<file path="src/rtl/mel_log_compress.sv">
// mel_log_compress: streaming log2 compressor for mel filterbank energies.
// Three-stage pipeline (leading-one detect, mantissa normalise, correct and
// register) producing an unsigned Q5.FRAC_BITS log2 per sample, tagged with
// its filter index inside the frame.
// Optional feature macro: LOG_CORR_EN adds a 16-entry piecewise correction
// of the Mitchell fraction; without it frac is the raw mantissa.
module mel_log_compress #(
    parameter int NUM_MEL_FILTERS = 40,
    parameter int IN_WIDTH        = 32,
    parameter int FRAC_BITS       = 11,
    parameter int OUT_WIDTH       = 5 + FRAC_BITS
) (
    input  logic                               clk,
    input  logic                               rst_n,
    input  logic [IN_WIDTH-1:0]                mel_fbank_out,
    input  logic                               mel_fbank_valid,
    input  logic                               frame_start,
    output logic [OUT_WIDTH-1:0]               log_out,
    output logic                               log_valid,
    output logic [$clog2(NUM_MEL_FILTERS)-1:0] mel_idx,
    output logic                               frame_done
);

    localparam int IDX_W = $clog2(NUM_MEL_FILTERS);
    localparam logic [IDX_W-1:0] LAST_IDX = IDX_W'(NUM_MEL_FILTERS - 1);

    // Position of the most significant set bit; 0 when no bit is set.
    function automatic logic [4:0] lead_one(input logic [IN_WIDTH-1:0] x);
        logic [4:0] k;
        k = 5'd0;
        for (int b = 0; b < IN_WIDTH; b++) begin
            k = x[b] ? 5'(b) : k;
        end
        return k;
    endfunction

`ifdef LOG_CORR_EN
    // Correction table in units of 2^-11: round(2048*(log2(1+m)-m)) at the
    // midpoint m of each of the 16 mantissa segments.
    function automatic logic [7:0] corr_lut(input logic [3:0] seg);
        logic [7:0] c;
        case (seg)
            4'd0:    c = 8'd27;
            4'd1:    c = 8'd73;
            4'd2:    c = 8'd109;
            4'd3:    c = 8'd137;
            4'd4:    c = 8'd156;
            4'd5:    c = 8'd169;
            4'd6:    c = 8'd175;
            4'd7:    c = 8'd176;
            4'd8:    c = 8'd171;
            4'd9:    c = 8'd161;
            4'd10:   c = 8'd147;
            4'd11:   c = 8'd128;
            4'd12:   c = 8'd106;
            4'd13:   c = 8'd80;
            4'd14:   c = 8'd50;
            4'd15:   c = 8'd17;
            default: c = 8'd0;
        endcase
        return c;
    endfunction

    // Rescale the 2^-11 table to the configured fraction width.
    localparam int CORR_UP = (FRAC_BITS > 11) ? (FRAC_BITS - 11) : 0;
    localparam int CORR_DN = (FRAC_BITS < 11) ? (11 - FRAC_BITS) : 0;
    localparam logic [31:0] CORR_HALF = (32'd1 << CORR_DN) >> 1;
    localparam logic [32:0] FRAC_MAX  = (33'd1 << FRAC_BITS) - 33'd1;

    logic [31:0] corr_s;
    logic [32:0] sum_s;
`endif

    logic [IDX_W-1:0]     idx_cnt_r;
    logic [IDX_W-1:0]     tag_idx_s;
    logic [IDX_W-1:0]     next_cnt_s;

    logic                 s1_vld_r;
    logic [IN_WIDTH-1:0]  s1_x_r;
    logic [4:0]           s1_k_r;
    logic                 s1_zero_r;
    logic [IDX_W-1:0]     s1_idx_r;

    logic [4:0]           shamt_s;
    logic [FRAC_BITS-1:0] f_s;

    logic                 s2_vld_r;
    logic [4:0]           s2_k_r;
    logic [FRAC_BITS-1:0] s2_f_r;
    logic                 s2_zero_r;
    logic [IDX_W-1:0]     s2_idx_r;

    logic [FRAC_BITS-1:0] frac_s;

    // Index tag for the incoming sample and the counter value that follows it.
    always_comb begin
        tag_idx_s  = idx_cnt_r;
        next_cnt_s = idx_cnt_r;
        if (mel_fbank_valid && frame_start) begin
            tag_idx_s = {IDX_W{1'b0}};
        end else begin
            tag_idx_s = idx_cnt_r;
        end
        if (tag_idx_s == LAST_IDX) begin
            next_cnt_s = {IDX_W{1'b0}};
        end else begin
            next_cnt_s = tag_idx_s + IDX_W'(1);
        end
    end

    // Filter index counter, advancing only on accepted samples.
    always_ff @(posedge clk or negedge rst_n) begin
        if (!rst_n) begin
            idx_cnt_r <= {IDX_W{1'b0}};
        end else if (mel_fbank_valid) begin
            idx_cnt_r <= next_cnt_s;
        end else begin
            idx_cnt_r <= idx_cnt_r;
        end
    end

    // Stage 1: capture sample, its index and its leading-one position.
    always_ff @(posedge clk or negedge rst_n) begin
        if (!rst_n) begin
            s1_vld_r  <= 1'b0;
            s1_x_r    <= {IN_WIDTH{1'b0}};
            s1_k_r    <= 5'd0;
            s1_zero_r <= 1'b0;
            s1_idx_r  <= {IDX_W{1'b0}};
        end else begin
            s1_vld_r  <= mel_fbank_valid;
            s1_x_r    <= mel_fbank_out;
            s1_k_r    <= lead_one(mel_fbank_out);
            s1_zero_r <= (mel_fbank_out == {IN_WIDTH{1'b0}});
            s1_idx_r  <= tag_idx_s;
        end
    end

    // Normalise: shift the leading one to the top, keep the bits just below it.
    always_comb begin
        shamt_s = 5'(IN_WIDTH - 1) - s1_k_r;
        f_s     = FRAC_BITS'((s1_x_r << shamt_s) >> (IN_WIDTH - 1 - FRAC_BITS));
    end

    // Stage 2: register exponent and normalised fraction.
    always_ff @(posedge clk or negedge rst_n) begin
        if (!rst_n) begin
            s2_vld_r  <= 1'b0;
            s2_k_r    <= 5'd0;
            s2_f_r    <= {FRAC_BITS{1'b0}};
            s2_zero_r <= 1'b0;
            s2_idx_r  <= {IDX_W{1'b0}};
        end else begin
            s2_vld_r  <= s1_vld_r;
            s2_k_r    <= s1_k_r;
            s2_f_r    <= f_s;
            s2_zero_r <= s1_zero_r;
            s2_idx_r  <= s1_idx_r;
        end
    end

`ifdef LOG_CORR_EN
    // Add the segment correction and saturate the fraction at all-ones.
    always_comb begin
        corr_s = ((32'(corr_lut(s2_f_r[FRAC_BITS-1 -: 4])) << CORR_UP) + CORR_HALF) >> CORR_DN;
        sum_s  = 33'(s2_f_r) + {1'b0, corr_s};
        if (sum_s > FRAC_MAX) begin
            frac_s = FRAC_MAX[FRAC_BITS-1:0];
        end else begin
            frac_s = sum_s[FRAC_BITS-1:0];
        end
    end
`else
    // Mitchell approximation: the mantissa bits are the fraction.
    always_comb begin
        frac_s = s2_f_r;
    end
`endif

    // Stage 3: registered outputs, forced to zero when no sample is presented.
    always_ff @(posedge clk or negedge rst_n) begin
        if (!rst_n) begin
            log_valid  <= 1'b0;
            log_out    <= {OUT_WIDTH{1'b0}};
            mel_idx    <= {IDX_W{1'b0}};
            frame_done <= 1'b0;
        end else if (s2_vld_r) begin
            log_valid  <= 1'b1;
            log_out    <= s2_zero_r ? {OUT_WIDTH{1'b0}} : OUT_WIDTH'({s2_k_r, frac_s});
            mel_idx    <= s2_idx_r;
            frame_done <= (s2_idx_r == LAST_IDX);
        end else begin
            log_valid  <= 1'b0;
            log_out    <= {OUT_WIDTH{1'b0}};
            mel_idx    <= {IDX_W{1'b0}};
            frame_done <= 1'b0;
        end
    end

endmodule
</file>
<file path="config.mk">
export PLATFORM = sky130hd
export DESIGN_NAME = mel_log_compress
export DESIGN_NICKNAME = d
export VERILOG_FILES = /design/src/rtl/mel_log_compress.sv
export SDC_FILE = /design/constraint.sdc
export NUM_CORES = 1
export LEC_CHECK = 0
export CAP_MARGIN = 40
export CORE_ASPECT_RATIO = 1.2
export CORE_MARGIN = 4
export CORE_UTILIZATION = 50
export CTS_CLUSTER_SIZE = 40
export DETAILED_ROUTE_END_ITERATION = 8
export GPL_TIMING_DRIVEN = 0
export PLACE_DENSITY_LB_ADDON = 0.3
export SLEW_MARGIN = 25
export SYNTH_ARGS = -nofsm -noshare
export SYNTH_HDL_FRONTEND = slang
export SYNTH_SLANG_ARGS = --single-unit
</file>
<file path="constraint.sdc">
create_clock -name clk -period 1.7 [get_ports clk]
set_input_delay 0.17 -clock clk [delete_from_list [all_inputs] [get_ports clk]]
set_output_delay 0.17 -clock clk [all_outputs]
set_load 0.1 [all_outputs]
</file>
==> flow_summary.json, run 1 <==
{
  "multiInputGateArea_um2": 2210,
  "drive_gt1_frac": 0.273,
  "yosysWarnings": 0,
  "grt_util_all_layers": 0.212,
  "end_kind": "register",
  "areaGrowthSynthToFinish_pct": 39.0,
  "via_per_inst": 5.67,
  "synth.largest_area_cell": "dfrtp_1",
  "setup_viol": 10,
  "ant_nets": 0,
  "powerDensity_nw_per_um2": 944,
  "ios": 60,
  "synthesis.nets": 422,
  "max_slew_margin": 0.658,
  "grt_max_degree": 60,
  "cpPeakStageDelay_ns": 0.53,
  "seq_area_frac_synth": 0.534,
  "violations": "negative setup slack",
  "ys_types": 54,
  "place_hpwl_mm": 8.29,
  "grt_pass1_vias": 3489,
  "yosys-top-cells-area": "dfrtp_1 (53%), mux2i_1 (7.2%), mux4_2 (5.4%), and2_1 (3.7%), a21oi_1 (2.6%)",
  "fill_cells": 606,
  "core-area_um2": 8990,
  "cts.reportedPaths.clkPinSlew_ns": 0.10,
  "die_area_um2": 10800,
  "drv_slew": 0,
  "cp-startpoint": "s1_k_r[0]",
  "dieWidth_um": 95.5,
  "wl_per_cell_um": 17.6,
  "ys_seq_elements": 98,
  "syn-cell-area_um2": 4590,
  "netlist_instances": 385,
  "cts-root-buf": "clkbuf_8",
  "synth_ff_type": "dfrtp_1",
  "antenna_cells": 0,
  "total_power_mw": 6.02,
  "synth_area_per_cell_um2": 11.9,
  "leakagePower_nw": 2.73,
  "hold_violations": 0,
  "final_common_cell": "dfrtp_1",
  "worst_pin_slew_ns": 0.508,
  "fin_crit_sh": 1.11,
  "cts_buffer_depth": 2,
  "hp-class": "primary input to register",
  "cts_tree": "yes",
  "synth_edf_count": 0,
  "crit_path_max_fanout": 3,
  "antenna_found_initial": 0,
  "drc": 0,
  "cap_violations": 0,
  "clkLatencyLatePin_ns": 0.38,
  "fp.dieH_um": 113,
  "pre_cts_ws_ns": -0.530,
  "clock_sinks": 98,
  "max_clock_freq_mhz": 532,
  "cp_slowest_cell": "mux4_2",
  "seq_area_um2": 2450,
  "h-tree-depth": 3,
  "cts_buffers": 9,
  "crit_chain": "buf_6 -> buf_12 -> mux4_2 -> nor2_2 -> a21oi_2 -> a221oi_2 -> a2111oi_4",
  "nets": 531,
  "start_util": 0.511,
  "startpoint_type": "register",
  "io_buffers": 59,
  "grt-ovfl-total": 0,
  "routed_wl_mm": 10.9,
  "grt_pass1_wl_mm": 17.0,
  "globalplace.congestion": 0.957,
  "drtIter0Drc": 209,
  "fin_crit_ns": 1.88,
  "fin_setup_tns_ns": -1.40,
  "worstHoldStart": "frame_start",
  "status": "finished, violations left",
  "finClkSkew_ns": 0.0163,
  "layout_common_cells": "dfrtp_1 (97), clkdlybuf4s50_1 (56), and2_1 (27)",
  "rr_startpoint": "s1_k_r[0]",
  "rows": 38,
  "vias": 3510,
  "async_reset_ff_frac": 1.00,
  "rsz0062_at_grt": "yes",
  "setup_ws_ns": -0.181,
  "dp.cells": 589,
  "critPathArrivalTime_ns": 2.10,
  "ir_drop_v": 0.000547,
  "utilization": 0.710,
  "firstDrtPassIters": 5,
  "criticalPathCategory": "register to register",
  "synth.top_cell.area_share": 0.534,
  "layout.cells.non_filler": 619,
  "worstPathRequired_ns": 1.92
}
[metal layers]
layer / vias up / global-route usage / routed length (µm)
met3: 38 / 0.0445 / 714
met1: 1678 / 0.240 / 4090
li1: 1632 / - / -
met2: 162 / 0.364 / 5640
met5: - / 0 / 0
met4: 0 / 0.121 / 464
[power breakdown]
group | internal, mW | switching, mW | total (mW)
registers | 2.57 | 0.135 | 2.71
clock network | 0.727 | 0.866 | 1.59
logic | 0.759 | 0.962 | 1.72
[per-stage QoR]
stage | hold WS, ns | instance area [µm²]
floorplan | -0.126 | 4590
global placement | 0.332 | 5330
detailed placement | 0.0890 | 5720
CTS | 0.252 | 6180
global route | 0.102 | 6380
finish | 0.112 | 6380
[area by class of cell]
class | count | area share
clock buffer | 9 | 0.0194
inverter | 10 | 0.00647
buffer | 17 | 0.0253
sequential | 98 | 0.385
multi-input combinational | 259 | 0.347
timing repair buffer | 99 | 0.179
clock inverter | 7 | 0.0151
tap | 120 | 0.0235
[cell families (layout without fill, tap and decap cells)]
kind of cell / after synthesis / after routing / share of synthesized area
muxes: 55 / 55 / 0.159
DFF: 98 / 98 / 0.534
xor gates and xnor gates: 1 / 1 / 0.00191
AOI/OAI and AO/OA: 73 / 73 / 0.111
buffers and inverters: 28 / 142 / 0.0373
and+or+nand+nor: 129 / 129 / 0.153
adders and majority gates: 1 / 1 / 0.00273
[repair_timing]
| action | CTS | global route |
|---|---|---|
| endpoints found under the setup margin | 12 | 13 |
| pin swaps | 10 | 11 |
| gates resized for setup | 37 | 33 |
| endpoints found under the hold margin | 39 | 1 |
| buffers inserted | 5 | 7 |
| hold buffers | 1 | 1 |
| cloned | 1 | 0 |
[cells in the mapped netlist (2+ instances only)]
master / instances
buf_2: 6
buf_12: 2
nand4_1: 2
a2111oi_2: 2
o311ai_0: 2
a211oi_1: 2
o31ai_1: 2
nand3b_1: 4
mux4_2: 11
mux2i_1: 33
nand2_1: 23
clkbuf_1: 6
nor2_1: 26
nor3_1: 7
mux2_2: 9
nor4_1: 10
o31ai_2: 2
o2bb2ai_1: 2
mux4_1: 2
dfrtp_1: 98
inv_1: 10
a21oi_1: 24
nor2b_1: 5
buf_6: 3
nor3b_1: 2
o22ai_1: 11
and2_1: 27
o21ai_0: 8
nand2b_1: 6
a31oi_1: 5
nand3_1: 8
and3_1: 3
[critical path, delay by kind of cell, from the launching register on]
kind | cells | cell delay, ns
AOI/OAI and AO/OA | 3 | 0.45
and+or+nand+nor | 1 | 0.11
DFF | 1 | 0.38
muxes | 1 | 0.53
buffers and inverters | 2 | 0.25
[flip-flops by register name, indices dropped and copies added, names as in the netlist]
| register | cells |
|---|---|
| log_out | 16 |
| s2_idx_r | 6 |
| s1_x_r | 31 |
| log_valid | 1 |
| mel_idx | 6 |
| s1_k_r | 5 |
| s2_vld_r | 1 |
| s2_zero_r | 1 |
| idx_cnt_r | 6 |
| frac_s | 11 |
| s1_idx_r | 6 |
| s1_vld_r | 1 |
| s2_k_r | 5 |
| s1_zero_r | 1 |
| frame_done | 1 |
[path summary, 6_finish.rpt]
kind / end / slack [ns] / depth (start not counted)
setup / recovery: frac_s[7] / -0.18 / 7
hold / removal: s1_idx_r[4] / 0.11 / 2
setup reg to reg: frac_s[7] / -0.18 / 7
hold reg to reg: s2_zero_r / 0.36 / 0
max in group asynchronous: s1_k_r[1] / 0.86 / 3
min in group asynchronous: mel_idx[2] / 0.26 / 2
Note: power is estimated with default switching activity, not from simulation.
==> run 2, diff against run 1 <==
--- a/config.mk
+++ b/config.mk
@@ -6,9 +6,9 @@
 export NUM_CORES = 1
 export LEC_CHECK = 0
 export CAP_MARGIN = 40
-export CORE_ASPECT_RATIO = 1.2
+export CORE_ASPECT_RATIO = 0.6
 export CORE_MARGIN = 4
-export CORE_UTILIZATION = 50
+export CORE_UTILIZATION = 30
 export CTS_CLUSTER_SIZE = 40
 export DETAILED_ROUTE_END_ITERATION = 8
 export GPL_TIMING_DRIVEN = 0
==> run 2 against run 1 <==
Compared with the run above:
- the run still ends with negative setup slack left
- die area increased by 61%
- sequential power about the same
- cell area increased by 3.5%
- global-route usage decreased by 6.2 points
- worst hold slack got worse by 0.062 ns
- register-to-register slack got worse by 0.03 ns
- largest power group unchanged
==> flow_summary.json, run 2 (synthesis results as in run 1) <==
{
  "grt_max_degree": 53,
  "fill_cells": 1378,
  "drtIter0Drc": 310,
  "place_hpwl_mm": 9.92,
  "crit_path_max_fanout": 5,
  "hold_violations": 0,
  "cts_buffer_depth": 2,
  "grt_pass1_vias": 3549,
  "cts-root-buf": "clkbuf_16",
  "via_per_inst": 5.16,
  "ir_drop_v": 0.000501,
  "setup_ws_ns": -0.215,
  "seq_area_um2": 2450,
  "finClkSkew_ns": 0.00944,
  "core-area_um2": 14700,
  "drc": 0,
  "max_clock_freq_mhz": 522,
  "final_common_cell": "dfrtp_1",
  "leakagePower_nw": 2.80,
  "fp.dieH_um": 104,
  "wl_per_cell_um": 18.5,
  "top_register": "s1_x_r",
  "h-tree-depth": 3,
  "routed_wl_mm": 12.9,
  "powerDensity_nw_per_um2": 993,
  "grtUsageMet2": 0.202,
  "dieWidth_um": 168,
  "fin_crit_ns": 1.92,
  "grt_use_met1": 0.239,
  "drive_gt1_frac": 0.277,
  "antenna_found_initial": 0,
  "criticalPathCategory": "register to register",
  "violations": "negative setup slack",
  "die_area_um2": 17400,
  "clock_sinks": 98,
  "dp.cells": 667,
  "worstPathRequired_ns": 1.89,
  "cts_buffers": 9,
  "grt_busiest_layer": "met1",
  "drv_slew": 0,
  "worst_pin_slew_ns": 0.550,
  "cts_tree": "yes",
  "ant_nets": 0,
  "cap_violations": 0,
  "setup_viol": 11,
  "grt_util_all_layers": 0.150,
  "io_buffers": 59,
  "globalplace.congestion": 0.889,
  "firstDrtPassIters": 5,
  "layout.cells.non_filler": 696,
  "grtUsageMet3": 0.0312,
  "ios": 60,
  "rows": 34,
  "multiInputGateArea_um2": 2230,
  "grt_pass1_wl_mm": 20.4,
  "vias": 3591,
  "fin_crit_sh": 1.13,
  "largest_register_ffs": 31,
  "antenna_cells": 0,
  "end_kind": "register",
  "layout_common_cells": "dfrtp_1 (97), clkdlybuf4s50_1 (54), and2_1 (27)",
  "max_slew_margin": 0.630,
  "clkLatencyLatePin_ns": 0.35,
  "grt-ovfl-total": 0,
  "hp-class": "primary input to register",
  "pre_cts_ws_ns": -0.482,
  "rsz0062_at_grt": "yes",
  "areaGrowthSynthToFinish_pct": 43.9,
  "status": "finished, violations left",
  "critPathArrivalTime_ns": 2.10,
  "nets": 530,
  "startpoint_type": "register",
  "cts.reportedPaths.clkPinSlew_ns": 0.07,
  "start_util": 0.312
}
run 2: cell count changes in the layout (fill, tap and decap cells not counted), sizes merged:
cell           before  now
clkbuf             14   17
clkdlybuf4s50      56   54
inv                13   12
dlygate4sd3         2    1
buf                51   50
clkinvlp            2    1
dlygate4sd2         0    2
run 2: timing repair:
| item | in CTS | in global routing |
|---|---|---|
| buffers inserted | 8 | 4 |
| resized for setup | 47 | 35 |
| pin swaps | 7 | 11 |
| endpoints found under the hold margin | 46 | 0 |
| setup endpoints to repair | 13 | 23 |
| hold buffers | 1 | 0 |
| cloned | 0 | 1 |
run 2: final cells by class:
| cell class | count | share of cell area |
|---|---|---|
| Clock inverter | 5 | 0.0102 |
| Timing Repair Buffer | 98 | 0.175 |
| Inverter | 10 | 0.00625 |
| Sequential cell | 98 | 0.371 |
| Clock buffer | 11 | 0.0352 |
| Tap cell | 198 | 0.0375 |
| Buffer | 17 | 0.0261 |
| Multi-Input combinational cell | 259 | 0.338 |
run 2: worst max-delay path, stage by stage, from the launching register on:
cell       delay (ns)
dfrtp_1          0.39
buf_6            0.15
buf_4            0.14
mux2_4           0.33
mux2i_4          0.19
a21oi_2          0.08
a221oi_2         0.35
a2111oi_4        0.11
run 2: path summary, 6_finish.rpt:
path,startpoint,endpoint,slack (ns),depth (start not counted)
max in group asynchronous,rst_n,frac_s[7],0.80,3
max,s1_k_r[0],frac_s[7],-0.22,7
min reg2reg,s1_idx_r[0],s2_idx_r[0],0.35,0
min,mel_fbank_out[26],s1_x_r[26],0.05,1
min in group asynchronous,rst_n,idx_cnt_r[3],0.31,2
max reg2reg,s1_k_r[0],frac_s[7],-0.22,7
run 2: metal layers:
| layer | share of wire | vias up |
|---|---|---|
| met5 | 0 | - |
| met4 | 0.018 | 0 |
| met3 | 0.056 | 18 |
| met2 | 0.41 | 119 |
| met1 | 0.51 | 1819 |
| li1 | - | 1635 |
run 2: power by group:
part	switching, mW	internal, mW
clock	0.895	1.17
combinational	1.00	0.781
sequential	0.138	2.58
run 2: stage by stage:
step           area (µm²)  hold WS (ns)  setup TNS, ns  utilization  total power [mW]
5_1_grt              6610        0.0402          -2.27        0.449              6.86
3_3_place_gp         5430         0.335        -298.60        0.369              4.13
4_1_cts              6420         0.173          -1.37        0.436              6.53
6_report             6610        0.0503          -1.63        0.449              6.56
3_5_place_dp         5860         0.131          -5.25        0.398              4.34
2_1_floorplan        4590        -0.126              0            -              3.65
